**src/rtl/hazard_ctrl_pkg.sv**
```systemverilog
// hazard_ctrl_pkg: shared FSM states, output bundle and register constants for hazard_ctrl
package Hazard_Ctrl_PKG;

    typedef enum logic [1:0] {
        RUN      = 2'd0,
        MEM_WAIT = 2'd1,
        ERR      = 2'd2
    } hz_state_e;

    typedef struct packed {
        logic pc_stall;
        logic ifid_stall;
        logic ifid_flush;
        logic idex_stall;
        logic idex_flush;
        logic exmem_stall;
        logic memwb_bubble;
    } hz_ctrl_t;

    localparam logic [4:0] X0 = 5'd0;

endpackage

```
**src/rtl/hazard_ctrl_load_use_detect.sv**
```systemverilog
// load_use_detect: flags an ID instruction that reads the destination of a load still in EX
module load_use_detect
    import Hazard_Ctrl_PKG::*;
(
    input  logic [4:0] ifid_rs1,
    input  logic [4:0] ifid_rs2,
    input  logic       ifid_use_rs1,
    input  logic       ifid_use_rs2,
    input  logic       idex_memread,
    input  logic [4:0] idex_rd,
    output logic       hazard
);

    assign hazard = idex_memread && (idex_rd != X0) &&
                    ((ifid_use_rs1 && (idex_rd == ifid_rs1)) ||
                     (ifid_use_rs2 && (idex_rd == ifid_rs2)));

endmodule

```
**src/rtl/hazard_ctrl.sv**
```systemverilog
// hazard_ctrl: stall/flush control for the 5-stage pipeline buffers (load-use, redirect, memory wait with timeout)
// Optional performance counters are built when HAZARD_CTRL_PERF_EN is defined.
module hazard_ctrl
    import Hazard_Ctrl_PKG::*;
#(
    parameter int MAX_WAIT = 16,
    parameter int PERF_W   = 32
) (
    input  logic              clk,
    input  logic              reset,
    input  logic [4:0]        ifid_rs1,
    input  logic [4:0]        ifid_rs2,
    input  logic              ifid_use_rs1,
    input  logic              ifid_use_rs2,
    input  logic              idex_memread,
    input  logic [4:0]        idex_rd,
    input  logic              ex_redirect,
    input  logic              exmem_memread,
    input  logic              exmem_memwrite,
    input  logic              dmem_ready,
    output logic              pc_stall,
    output logic              ifid_stall,
    output logic              ifid_flush,
    output logic              idex_stall,
    output logic              idex_flush,
    output logic              exmem_stall,
    output logic              memwb_bubble,
`ifdef HAZARD_CTRL_PERF_EN
    output logic [PERF_W-1:0] stall_cycles,
    output logic [PERF_W-1:0] flush_count,
`endif
    output logic              mem_err
);

    localparam int WCW = $clog2(MAX_WAIT) + 1;

    localparam hz_ctrl_t MEM_HOLD = '{pc_stall: 1'b1, ifid_stall: 1'b1, ifid_flush: 1'b0,
                                      idex_stall: 1'b1, idex_flush: 1'b0, exmem_stall: 1'b1,
                                      memwb_bubble: 1'b1};
    localparam hz_ctrl_t REDIRECT = '{pc_stall: 1'b0, ifid_stall: 1'b0, ifid_flush: 1'b1,
                                      idex_stall: 1'b0, idex_flush: 1'b1, exmem_stall: 1'b0,
                                      memwb_bubble: 1'b0};
    localparam hz_ctrl_t LOAD_USE = '{pc_stall: 1'b1, ifid_stall: 1'b1, ifid_flush: 1'b0,
                                      idex_stall: 1'b0, idex_flush: 1'b1, exmem_stall: 1'b0,
                                      memwb_bubble: 1'b0};

    hz_state_e      state_q, state_d;
    logic [WCW-1:0] wait_cnt_q, wait_cnt_d;
    logic           mem_err_q, mem_err_d;
    logic           lu_hazard;
    logic           mem_req;
    hz_ctrl_t       ctrl;
    hz_ctrl_t       ctrl_out;

    load_use_detect u_lud (
        .ifid_rs1     (ifid_rs1),
        .ifid_rs2     (ifid_rs2),
        .ifid_use_rs1 (ifid_use_rs1),
        .ifid_use_rs2 (ifid_use_rs2),
        .idex_memread (idex_memread),
        .idex_rd      (idex_rd),
        .hazard       (lu_hazard)
    );

    assign mem_req = exmem_memread | exmem_memwrite;

    // Next state and Mealy controls; redirect outranks load-use, memory hold outranks both
    always_comb begin
        state_d    = state_q;
        wait_cnt_d = wait_cnt_q;
        ctrl       = '0;
        case (state_q)
            RUN: begin
                if (mem_req && !dmem_ready) begin
                    ctrl       = MEM_HOLD;
                    state_d    = MEM_WAIT;
                    wait_cnt_d = WCW'(1);
                end else begin
                    ctrl = ex_redirect ? REDIRECT : (lu_hazard ? LOAD_USE : '0);
                end
            end
            MEM_WAIT: begin
                if (!dmem_ready) begin
                    ctrl       = MEM_HOLD;
                    wait_cnt_d = wait_cnt_q + WCW'(1);
                    state_d    = (wait_cnt_q == WCW'(MAX_WAIT)) ? ERR : MEM_WAIT;
                end else begin
                    ctrl       = ex_redirect ? REDIRECT : (lu_hazard ? LOAD_USE : '0);
                    state_d    = RUN;
                    wait_cnt_d = '0;
                end
            end
            default: begin
                ctrl = MEM_HOLD;
            end
        endcase
        mem_err_d = (state_d == ERR);
    end

    // Controls are forced inactive for as long as reset is held low
    assign ctrl_out     = reset ? ctrl : '0;
    assign pc_stall     = ctrl_out.pc_stall;
    assign ifid_stall   = ctrl_out.ifid_stall;
    assign ifid_flush   = ctrl_out.ifid_flush;
    assign idex_stall   = ctrl_out.idex_stall;
    assign idex_flush   = ctrl_out.idex_flush;
    assign exmem_stall  = ctrl_out.exmem_stall;
    assign memwb_bubble = ctrl_out.memwb_bubble;
    assign mem_err      = mem_err_q;

    // State, wait counter and sticky error registers
    always_ff @(posedge clk or negedge reset) begin
        if (!reset) begin
            state_q    <= RUN;
            wait_cnt_q <= '0;
            mem_err_q  <= 1'b0;
        end else begin
            state_q    <= state_d;
            wait_cnt_q <= wait_cnt_d;
            mem_err_q  <= mem_err_d;
        end
    end

`ifdef HAZARD_CTRL_PERF_EN
    logic [PERF_W-1:0] stall_cycles_q, stall_cycles_d;
    logic [PERF_W-1:0] flush_count_q, flush_count_d;

    // Counters advance on stall/flush cycles and freeze once the error state is reached
    always_comb begin
        stall_cycles_d = (state_q == ERR) ? stall_cycles_q : stall_cycles_q + PERF_W'(ctrl_out.pc_stall);
        flush_count_d  = (state_q == ERR) ? flush_count_q : flush_count_q + PERF_W'(ctrl_out.ifid_flush);
    end

    // Performance counter registers
    always_ff @(posedge clk or negedge reset) begin
        if (!reset) begin
            stall_cycles_q <= '0;
            flush_count_q  <= '0;
        end else begin
            stall_cycles_q <= stall_cycles_d;
            flush_count_q  <= flush_count_d;
        end
    end

    assign stall_cycles = stall_cycles_q;
    assign flush_count  = flush_count_q;
`endif

endmodule

```
**config.mk**
```make
export PLATFORM = sky130hd
export DESIGN_NAME = hazard_ctrl
export DESIGN_NICKNAME = d
export VERILOG_FILES = /design/src/rtl/hazard_ctrl_pkg.sv /design/src/rtl/hazard_ctrl_load_use_detect.sv /design/src/rtl/hazard_ctrl.sv
export SDC_FILE = /design/constraint.sdc
export NUM_CORES = 1
export LEC_CHECK = 0
export BUFFER_PORTS_ARGS = -buffer_cell sky130_fd_sc_hd__buf_2
export CAP_MARGIN = 20
export CORE_MARGIN = 3
export CORE_UTILIZATION = 47
export DETAILED_ROUTE_END_ITERATION = 8
export GPL_TIMING_DRIVEN = 0
export PLACE_DENSITY_LB_ADDON = 0.25
export SYNTH_ARGS = -nofsm -noshare
export SYNTH_HDL_FRONTEND = slang
export SYNTH_HIERARCHICAL = 1
export SYNTH_SLANG_ARGS = --single-unit
```
**constraint.sdc**
```tcl
create_clock -name clk -period 1.9 [get_ports clk]
set_input_delay 0.19 -clock clk [delete_from_list [all_inputs] [get_ports clk]]
set_output_delay 0.19 -clock clk [all_outputs]
set_load 0.05 [all_outputs]
```
==> results.yml <==
clock_tree:
  insertion_delay_ns: 0.25
  clockBufferDepth: 2
  root_buffer: "clkbuf_4"
  cts_setup_buffers: 0
  clkSinkCount: 8
  cts_tree: "done"
  cts_buffers: 3
  htreeDepth: 1
  clk_pin_slew_ns: 0.05
grt:
  grt_pass1_wl_um: 2540
  grt_antenna_before_repair: 0
  grt_pass1_vias: 610
  grt_max_degree: 13
  gr-usage-all-layers_pct: 17.9
  gr-total-overflow: 0
critical_path:
  startpoint_type: "primary input"
  max_stage_delay_ns: 0.53
  cp-startpoint: "idex_rd[1]"
  crit_chain: "buf_2 > or4_1 > o21ai_1 > a21oi_1 > nor2b_1 > o21a_1 > buf_4 > clkbuf_4"
  critPathMaxFanout: 3
  rr_startpoint: "wait_cnt_q[1]"
  worstPathRequired_ns: 1.71
  cp.arrival_ns: 1.65
  worstSetupPathType: "primary input to primary output"
  slowest_stage: "or4_1"
  cp-end-kind: "primary output"
placed_design:
  placed_area_um2: 816
  place_hpwl_um: 1210
  gp_congestion: 0.813
  port-buffer-count: 31
cells_and_area:
  layout.nets: 135
  design_area_um2: 866
  syn_to_final_growth_pct: 34.6
  post-route-util_pct: 73.0
  nFillCells: 92
  antenna_cells: 0
  final_layout_size_suffix_gt1_share_pct: 44.9
floorplan:
  core_area_mm2: 0.00119
  dieArea_mm2: 0.00185
  rows: 12
  ios: 32
  start_util_pct: 54.2
  fp.dieW_um: 43.0
  die_h_um: 43.0
run_status:
  status: "finished clean"
timing:
  setup_viol: 0
  worst_pin_slew_ns: 0.337
  fmax_mhz: 542
  min_period_ns: 1.84
  period_share_pct: 97.0
  relSlewSlack_pct: 77.4
  finalMaxSlewViolations: 0
  finClkSkew_ns: 0.00457
  finalHoldViolCount: 0
  tns_ns: 0
  rsz0062_at_grt: "false"
route:
  wirelength_um: 1550
  drt-initial-drc-count: 3
  avgViaCountPerCell: 5.27
  vias: 638
  drtAntennaViolNets: 0
  firstDrtPassIters: 4
  remaining_drc_errors: 0
  wl_per_cell_um: 12.8
hold_path:
  hold_start: "dmem_ready"
  hold_path.class: "primary input to flop"
synth:
  synth_cells: 72
  ys_ff_latch: 8
  synthArstFlopShare_pct: 100
  synth_area_leaders: "dfrtp_1 (31%), xor2_1 (11%), ha_1 (3.9%)"
  ys_seq_area_share_pct: 31.1
  syn_nets: 98
  yosysWarnings: 6
  synth-edff-count: 0
  ys_types: 34
  synth_ff_type: "dfrtp_1"
  synth_top_area_cell: "dfrtp_1"
  synth_area_per_cell_um2: 8.93
  synth_top_area_share_pct: 31.1
  syn_area_um2: 643
  synthTopCellsByCount: "dfrtp_1 (8), xor2_1 (8), nand3_1 (5), inv_1 (4)"
pwr:
  powerDensity_mw_per_mm2: 609
  irDropWorstVdd_uv: 454
  leakagePower_nw: 0.453
job:
  cap_viol_max_count: 0
-- final cells by class --
class | count | area, µm² | share of cell area (%)
Tap cell | 14 | 17.5 | 2.02
Timing Repair Buffer | 32 | 168 | 19.4
Buffer | 4 | 33.8 | 3.90
Sequential cell | 8 | 200 | 23.1
Inverter | 4 | 15.0 | 1.73
Clock buffer | 3 | 22.5 | 2.60
Multi-Input combinational cell | 56 | 409 | 47.3
-- power breakdown --
| part | switching, mW | internal, mW | leakage, nW |
|---|---|---|---|
| clock | 0.0558 | 0.0721 | 0.0138 |
| sequential | 0.0222 | 0.189 | 0.107 |
| combinational | 0.109 | 0.0800 | 0.331 |
| total | 0.187 | 0.341 | 0.453 |
-- registers in the layout, summed over array words and instances, names as in the netlist --
name / cells
mem_err: 1
wait_cnt_q: 5
state_q: 2
-- cells by family (layout without fill, tap and decap cells) --
family	count (synthesis)	after routing	share of synthesized area, %
compound gates	15	15	17.1
xor+xnor	10	10	13.6
fa+ha+maj	2	2	3.89
buf+inv	8	43	7.59
flops	8	8	31.1
simple gates	29	29	26.7
-- layout by cell type, fill, tap and decap left out --
| cell | count |
|---|---|
| o21bai_2 | 1 |
| or4_1 | 2 |
| nor2_1 | 2 |
| o2bb2ai_1 | 1 |
| a211o_1 | 2 |
| or2_2 | 1 |
| nor4_1 | 2 |
| o21a_1 | 1 |
| xor2_1 | 8 |
| and3_1 | 2 |
| nor3_1 | 2 |
| nor4_2 | 2 |
| xnor2_1 | 2 |
| buf_4 | 3 |
| o21ai_0 | 1 |
| nand2_1 | 3 |
| a21oi_2 | 1 |
| a21oi_1 | 2 |
| nor3_2 | 1 |
| nand2b_1 | 1 |
| dfrtp_1 | 8 |
| and2_1 | 1 |
| nor2b_1 | 2 |
| and2b_2 | 1 |
| o21ai_1 | 2 |
| buf_2 | 30 |
| a22o_2 | 1 |
| nor2_2 | 1 |
| buf_6 | 1 |
| a22o_1 | 1 |
| o211ai_1 | 1 |
| nor3b_1 | 1 |
| dlygate4sd3_1 | 1 |
| nand3_1 | 5 |
| ha_1 | 2 |
| a21o_2 | 1 |
| clkbuf_4 | 4 |
| inv_1 | 4 |
-- final timing paths --
path / to / slack, ns / cells after the start
max: pc_stall / 0.06 / 8
min: wait_cnt_q[0] / 0.31 / 3
max reg2reg: wait_cnt_q[4] / 0.63 / 4
min reg2reg: wait_cnt_q[4] / 0.54 / 1
max in group asynchronous: wait_cnt_q[4] / 1.36 / 2
min in group asynchronous: wait_cnt_q[1] / 0.33 / 2
-- layer usage --
metal	up-vias	GRT usage [%]	wire length, µm
li1	327	-	-
met1	290	22.3	618
met2	21	30.2	801
met3	0	8.05	128
met4	0	0	0
met5	-	0	0
-- critical path, delay by kind of cell --
kind / cells / cell delay, ns
buf+inv: 3 / 0.45
compound gates: 3 / 0.36
simple gates: 2 / 0.66
-- metrics by stage --
step                power [mW]  worst slack [ns]  std cells  hold slack, ns
finish                   0.527            0.0563        121           0.306
global route             0.568           0.00132        121           0.334
CTS                      0.525           0.00945        121           0.282
detailed placement       0.393            0.0171        117          0.0656
global placement         0.389            0.0153        117          0.0645
floorplan                0.330            0.0273         72          -0.106
-- repair_timing --
item	CTS	global route
resized for setup	0	4
endpoints found under the setup margin	0	4
hold buffers	1	0
hold endpoints to repair	8	0
No activity file was read; power rests on OpenSTA's default activity.
